`src/rtl/mem_addr_pkg.sv`:
```
// mem_addr_pkg: select codes, sequencer state encoding and default
// exception-vector addresses shared by the address sequencer and its source mux.
package mem_addr_pkg;

    // Base-address select codes driven by the control unit
    localparam logic [2:0] SEL_PC   = 3'b000;
    localparam logic [2:0] SEL_ALU  = 3'b001;
    localparam logic [2:0] SEL_VEC0 = 3'b010;
    localparam logic [2:0] SEL_VEC1 = 3'b011;
    localparam logic [2:0] SEL_VEC2 = 3'b100;
    localparam logic [2:0] SEL_RD   = 3'b101;

    // Default exception vectors: opcode-invalid, overflow, div-by-zero
    localparam int unsigned DEF_VEC0 = 255;
    localparam int unsigned DEF_VEC1 = 254;
    localparam int unsigned DEF_VEC2 = 253;

    // Sequencer states
    typedef enum logic [1:0] {
        StIdle  = 2'b00,
        StIssue = 2'b01,
        StDone  = 2'b10
    } state_e;

    // True when the select picks one of the fixed exception vectors
    function automatic logic sel_is_vec(input logic [2:0] sel);
        return (sel == SEL_VEC0) || (sel == SEL_VEC1) || (sel == SEL_VEC2);
    endfunction

endpackage

```
`src/rtl/mem_addr_src_mux.sv`:
```
// mem_addr_src_mux: combinational six-way base-address select. Flags the
// unused select codes as illegal and reports whether a vector was chosen.
module mem_addr_src_mux
    import mem_addr_pkg::*;
#(
    parameter int unsigned ADDR_W = 32,
    parameter int unsigned VEC0   = DEF_VEC0,
    parameter int unsigned VEC1   = DEF_VEC1,
    parameter int unsigned VEC2   = DEF_VEC2
) (
    input  logic [2:0]        sel,
    input  logic [ADDR_W-1:0] pc_addr,
    input  logic [ADDR_W-1:0] alu_addr,
    input  logic [ADDR_W-1:0] rd_addr,
    output logic [ADDR_W-1:0] base,
    output logic              sel_illegal,
    output logic              sel_vec
);

    // Decode the select code into a base address; codes 110/111 are illegal
    always_comb begin
        base        = '0;
        sel_illegal = 1'b0;
        case (sel)
            SEL_PC:   base = pc_addr;
            SEL_ALU:  base = alu_addr;
            SEL_VEC0: base = ADDR_W'(VEC0);
            SEL_VEC1: base = ADDR_W'(VEC1);
            SEL_VEC2: base = ADDR_W'(VEC2);
            SEL_RD:   base = rd_addr;
            default:  sel_illegal = 1'b1;
        endcase
    end

    assign sel_vec = sel_is_vec(sel);

endmodule

```
`src/rtl/mem_addr_seq.sv`:
```
// mem_addr_seq: registered memory-address sequencer. Latches a base address
// and burst length on start, then issues base + beat*STRIDE per beat over a
// req/ack handshake, pulsing done after the last beat.
// Optional build macro MEM_ADDR_ALIGN_CHECK_EN adds a misalign output that
// rejects non-vector bases that are not a multiple of STRIDE.
module mem_addr_seq
    import mem_addr_pkg::*;
#(
    parameter int unsigned ADDR_W = 32,
    parameter int unsigned BL_W   = 3,
    parameter int unsigned STRIDE = 4,
    parameter int unsigned VEC0   = DEF_VEC0,
    parameter int unsigned VEC1   = DEF_VEC1,
    parameter int unsigned VEC2   = DEF_VEC2
) (
    input  logic              clk,
    input  logic              reset_n,
    input  logic              start,
    input  logic [2:0]        sel,
    input  logic [ADDR_W-1:0] pc_addr,
    input  logic [ADDR_W-1:0] alu_addr,
    input  logic [ADDR_W-1:0] rd_addr,
    input  logic [BL_W-1:0]   burst_len,
    output logic [ADDR_W-1:0] mem_addr,
    output logic              mem_req,
    input  logic              mem_ack,
    output logic [BL_W-1:0]   beat_idx,
    output logic              busy,
    output logic              done,
    output logic              sel_err
`ifdef MEM_ADDR_ALIGN_CHECK_EN
    ,
    output logic              misalign
`endif
);

    localparam logic [ADDR_W-1:0] STRIDE_A = ADDR_W'(STRIDE);

    state_e            state_q, state_d;
    logic [ADDR_W-1:0] base_q, base_d;
    logic [BL_W-1:0]   blen_q, blen_d;
    logic [ADDR_W-1:0] mem_addr_q, mem_addr_d;
    logic              mem_req_q, mem_req_d;
    logic [BL_W-1:0]   beat_q, beat_d;
    logic              done_q, done_d;
    logic              sel_err_q, sel_err_d;

    logic [ADDR_W-1:0] mux_base;
    logic              sel_illegal;
    logic              sel_vec;
    logic [BL_W-1:0]   beat_nxt;

    mem_addr_src_mux #(
        .ADDR_W (ADDR_W),
        .VEC0   (VEC0),
        .VEC1   (VEC1),
        .VEC2   (VEC2)
    ) u_src_mux (
        .sel         (sel),
        .pc_addr     (pc_addr),
        .alu_addr    (alu_addr),
        .rd_addr     (rd_addr),
        .base        (mux_base),
        .sel_illegal (sel_illegal),
        .sel_vec     (sel_vec)
    );

`ifdef MEM_ADDR_ALIGN_CHECK_EN
    // STRIDE is a power of two, so its low bits form the alignment mask
    localparam logic [ADDR_W-1:0] STRIDE_MASK = ADDR_W'(STRIDE - 1);

    logic misalign_q, misalign_d;
    logic align_bad;

    // Vector selects are fixed addresses and never count as misaligned
    assign align_bad = !sel_vec && (|(mux_base & STRIDE_MASK));
    assign misalign  = misalign_q;
`else
    logic unused_sel_vec;
    assign unused_sel_vec = sel_vec;
`endif

    assign beat_nxt = beat_q + BL_W'(1);

    // Next-state and next-output decode; pulse outputs default low every cycle
    always_comb begin
        state_d    = state_q;
        base_d     = base_q;
        blen_d     = blen_q;
        mem_addr_d = mem_addr_q;
        mem_req_d  = mem_req_q;
        beat_d     = beat_q;
        done_d     = 1'b0;
        sel_err_d  = 1'b0;
`ifdef MEM_ADDR_ALIGN_CHECK_EN
        misalign_d = 1'b0;
`endif
        unique case (state_q)
            StIdle: begin
                if (start) begin
                    if (sel_illegal) begin
                        sel_err_d = 1'b1;
                    end
`ifdef MEM_ADDR_ALIGN_CHECK_EN
                    else if (align_bad) begin
                        misalign_d = 1'b1;
                    end
`endif
                    else begin
                        base_d     = mux_base;
                        blen_d     = burst_len;
                        mem_addr_d = mux_base;
                        mem_req_d  = 1'b1;
                        beat_d     = '0;
                        state_d    = StIssue;
                    end
                end
            end
            StIssue: begin
                if (mem_ack) begin
                    if (beat_q == blen_q) begin
                        mem_req_d = 1'b0;
                        done_d    = 1'b1;
                        state_d   = StDone;
                    end else begin
                        // Back-to-back beat: req stays high, address advances
                        beat_d     = beat_nxt;
                        mem_addr_d = base_q + ADDR_W'(beat_nxt) * STRIDE_A;
                    end
                end
            end
            StDone: begin
                state_d = StIdle;
            end
            default: begin
                state_d   = StIdle;
                mem_req_d = 1'b0;
            end
        endcase
    end

    // State and registered outputs; reset drops any in-flight request at once
    always_ff @(posedge clk or negedge reset_n) begin
        if (!reset_n) begin
            state_q    <= StIdle;
            base_q     <= '0;
            blen_q     <= '0;
            mem_addr_q <= '0;
            mem_req_q  <= 1'b0;
            beat_q     <= '0;
            done_q     <= 1'b0;
            sel_err_q  <= 1'b0;
`ifdef MEM_ADDR_ALIGN_CHECK_EN
            misalign_q <= 1'b0;
`endif
        end else begin
            state_q    <= state_d;
            base_q     <= base_d;
            blen_q     <= blen_d;
            mem_addr_q <= mem_addr_d;
            mem_req_q  <= mem_req_d;
            beat_q     <= beat_d;
            done_q     <= done_d;
            sel_err_q  <= sel_err_d;
`ifdef MEM_ADDR_ALIGN_CHECK_EN
            misalign_q <= misalign_d;
`endif
        end
    end

    assign mem_addr = mem_addr_q;
    assign mem_req  = mem_req_q;
    assign beat_idx = beat_q;
    assign busy     = (state_q != StIdle);
    assign done     = done_q;
    assign sel_err  = sel_err_q;

endmodule

```
`config.mk`:
```
export PLATFORM = sky130hd
export DESIGN_NAME = mem_addr_seq
export DESIGN_NICKNAME = d
export VERILOG_FILES = /design/src/rtl/mem_addr_pkg.sv /design/src/rtl/mem_addr_src_mux.sv /design/src/rtl/mem_addr_seq.sv
export SDC_FILE = /design/constraint.sdc
export NUM_CORES = 1
export LEC_CHECK = 0
export CORE_MARGIN = 2
export CORE_UTILIZATION = 45
export DETAILED_ROUTE_END_ITERATION = 8
export GPL_TIMING_DRIVEN = 0
export PLACE_DENSITY_LB_ADDON = 0.2
export SYNTH_ARGS = -nofsm -noshare
export SYNTH_HDL_FRONTEND = slang
export SYNTH_SLANG_ARGS = --single-unit
```
`constraint.sdc`:
```
create_clock -name clk -period 4.3 [get_ports clk]
set_input_delay 0.86 -clock clk [delete_from_list [all_inputs] [get_ports clk]]
set_output_delay 0.86 -clock clk [all_outputs]
set_load 0.02 [all_outputs]
```
==> results.md <==
- P_sw: 0.001725 W
- Delay-heaviest family, CP: buffers and inverters
- CP Max Fanout: 10
- Worst Clk Skew: 8.595 ps
- CP cell instances: clkdlybuf4s50_1 > clkbuf_1 > clkbuf_1 > buf_1 > a21oi_1 > mux2i_1 > o21ai_0
- Mux share of post-synthesis cell area: 8.140%
- DP HPWL: 11.92 mm
- Post-Place Worst Slack: 1037 ps
- Initial DRC count: 358
- Arrival time at the worst endpoint: 3230 ps
- IO Pins: 145
- Met3 usage: 5.273%
- Post-synth ARST share: 100.0%
- Root buf cell: clkbuf_8
- Flop pwr share: 32.6%
- GRT met2 Usage: 47.00%
- Router iterations before antenna repair: 5
- Setup ws final: 1316 ps
- Post-CTS Setup Bufs: 0
- PD cells: 600.9 nW/um^2
- Setup violators final: 0
- Most Frequent Cell on Critical Path: clkbuf_1
- Die area: 11250 um^2
- Count leader, synth: nand2_1
- Share of Yosys cell area claimed by the top area cell type: 40.03%
- Synthesized cell area: 4688 um^2
- Worst endpoint required time: 4540 ps
- Syn Inst Count: 540
- Busiest grt layer: met2
- Global Route Usage Sum: 29.98%
- Area after DPL: 6305 um^2
- Reg clk slew, reported paths: 90 ps
- GR Layer Usage met1: 40.26%
- DR WL/cell: 19.50 um
- Tmin final: 2984 ps
- Diode count: 0
- Post-Synthesis Net Count: 651
- Status: finished clean
- TNS Setup: 0 ps
- Peak per-stage delay on the critical path: 530 ps
- Xor-xnor portion of the synthesized cell area: 4.484%
- Cts repair resizes: 0
- CTS Buffer Depth: 2
- Cts bufs inserted: 9
- Cell area after layout: 6531 um^2
- Starting Density: 45.82%
- Setup Crit Path Kind: input port to flop
- TritonCTS clock tree: built
- #FFs+latches synth: 75
- CP endpoint kind: flop
- Max Cap Viol: 0
- Routed Antenna Nets: 0
- Unique masters post-synth: 62
- Leakage Power: 2.792 nW
- Fin util: 63.84%
- Fmax: 335.1 MHz
- First-pass GRT wire length: 26.01 mm
- Gr ovfl total: 0
- Main combinational cell family by area after synthesis: compound AO/OA/AOI/OAI gates
- Synth Area in Adders: 1.495%
- Initial antenna violation count: 0
- Cell Rows: 37
- Top cells by area in the synthesized netlist: dfrtp_1 (40%), nand2_1 (8.9%), o21ai_0 (4.9%)
- Hold-fix buffers, CTS: 0
- Slew Viols, Final: 0
- Final Hold Viols: 0
- Hold Worst Slack: 395.4 ps
- DR vias: 4860
- Layout cells sized above 1: 9.442%
- Worst-Skew Late Latency: 360 ps
- Vias/cell: 5.820
- Core Region: 10230 um^2
- Area grow syn2layout: 39.31%
- Worst hold path class: input port to asynchronous set/reset pin
- P_int: 0.002200 W
- Avg Cell Area, Syn: 8.682 um^2
- Final wirelength: 16.29 mm
- Number of global-route vias before repair: 4879
- DRC: 0
- Largest net degree at the start of global routing: 54
- CP startpoint kind: input port
- Synth Warn #: 0
- I/O Buffers: 142
- Final GP Congestion: 0.8850
- Comb power frac: 51.3%
- Buf/Inv on CP: 4
- CTS sink count: 75
- Worst slew margin: 55.82%
- RSZ-0062 raised after global routing: false
- Switch share: 43.95%
- Main synth FF type: dfrtp_1
- Die span in x: 106.1 um
- Worst path slowest cell: buf_1
- Leading post-synthesis cells by instance count: nand2_1 (111), dfrtp_1 (75), o21ai_0 (46)
- Simple-gate portion of the synthesized area: 19.64%
- Register area share after synthesis: 40.03%
- Power share of the clock group: 16.1%
- Worst-margin pin slew: 662.7 ps
- Top cell type by total area after synthesis: dfrtp_1
- Final #Nets: 805
- Number of synthesized flops with an enable pin: 0
- Final worst-path cycle share: 69.40%
- CTS H-tree depth: 3
- Post-synthesis compound-gate area fraction: 20.74%
- VDD IR max: 0.0003206 V
- Die Span Y: 106.1 um
placed cells by master (no fill, tap or decap), types with 9 or more instances in the layout:
| master | instances |
|---|---|
| a21oi_1 | 26 |
| clkbuf_1 | 14 |
| o21ai_0 | 46 |
| nand2_1 | 111 |
| inv_1 | 16 |
| xor2_1 | 15 |
| clkdlybuf4s50_1 | 141 |
| o211ai_1 | 10 |
| xnor2_1 | 9 |
| nor2_1 | 23 |
| dfrtp_1 | 75 |
| buf_2 | 15 |
| mux2_2 | 17 |
| and3_1 | 9 |
| mux2i_1 | 19 |
| nand4_1 | 11 |
| clkbuf_8 | 10 |
metrics by stage:
step | total power (W) | instances
2_1_floorplan | 0.002417 | 540
3_3_place_gp | 0.003204 | 818
3_5_place_dp | 0.003266 | 819
4_1_cts | 0.003900 | 835
5_1_grt | 0.004177 | 835
6_report | 0.003924 | 835
worst paths after layout:
check                            start           end  cells after the start  slack [ps]
hold reg to reg            mem_addr[6]   mem_addr[6]                      2         480
setup reg to reg           beat_idx[0]   mem_addr[5]                      9        1430
setup / recovery                sel[1]  mem_addr[14]                      7        1320
max in group asynchronous      reset_n    base_q[24]                      2        3330
hold / removal                 reset_n   beat_idx[1]                      1         400
min in group clk           mem_addr[6]   mem_addr[6]                      2         480
kinds of logic after synthesis:
kind of cell             after synthesis
AO/OA/AOI/OAI                        147
XOR/XNOR                              24
multiplexers                          36
flip-flops                            75
buffers and inverters                 56
AND/OR/NAND/NOR                      197
adder cells (fa/ha/maj)                5
sequential cells by signal (all words and copies together) (netlist names):
signal and cells:
base_q 32, mem_addr 32, beat_idx 3, blen_q 3, state_q 2, done 1, mem_req 1, sel_err 1
cell type report:
type                            count  area, um^2
Fill cell                         861        3700
Multi-Input combinational cell    409        2555
Sequential cell                    75        1877
Timing Repair Buffer              143        1446
Buffer                             40       196.4
Tap cell                          136       170.2
Clock buffer                       10       137.6
Clock inverter                      6       88.84
Inverter                           16       60.06
layer usage:
| metal | routed length, um | share of wire [%] |
|---|---|---|
| met5 | 0 | 0 |
| met4 | 596 | 3.7 |
| met3 | 1237 | 7.6 |
| met2 | 7542 | 46 |
| met1 | 6908 | 42 |
power by group through the flow:
| stage | Clock, W | Combinational, W | Sequential, W |
|---|---|---|---|
| floorplan | 0 | 0.00102 | 0.00139 |
| global placement | 0 | 0.00194 | 0.00127 |
| detailed placement | 0 | 0.00198 | 0.00128 |
| CTS | 0.000634 | 0.00200 | 0.00127 |
| global route | 0.000668 | 0.00219 | 0.00132 |
| finish | 0.000632 | 0.00201 | 0.00128 |
Note: power is estimated with default switching activity, not from simulation.
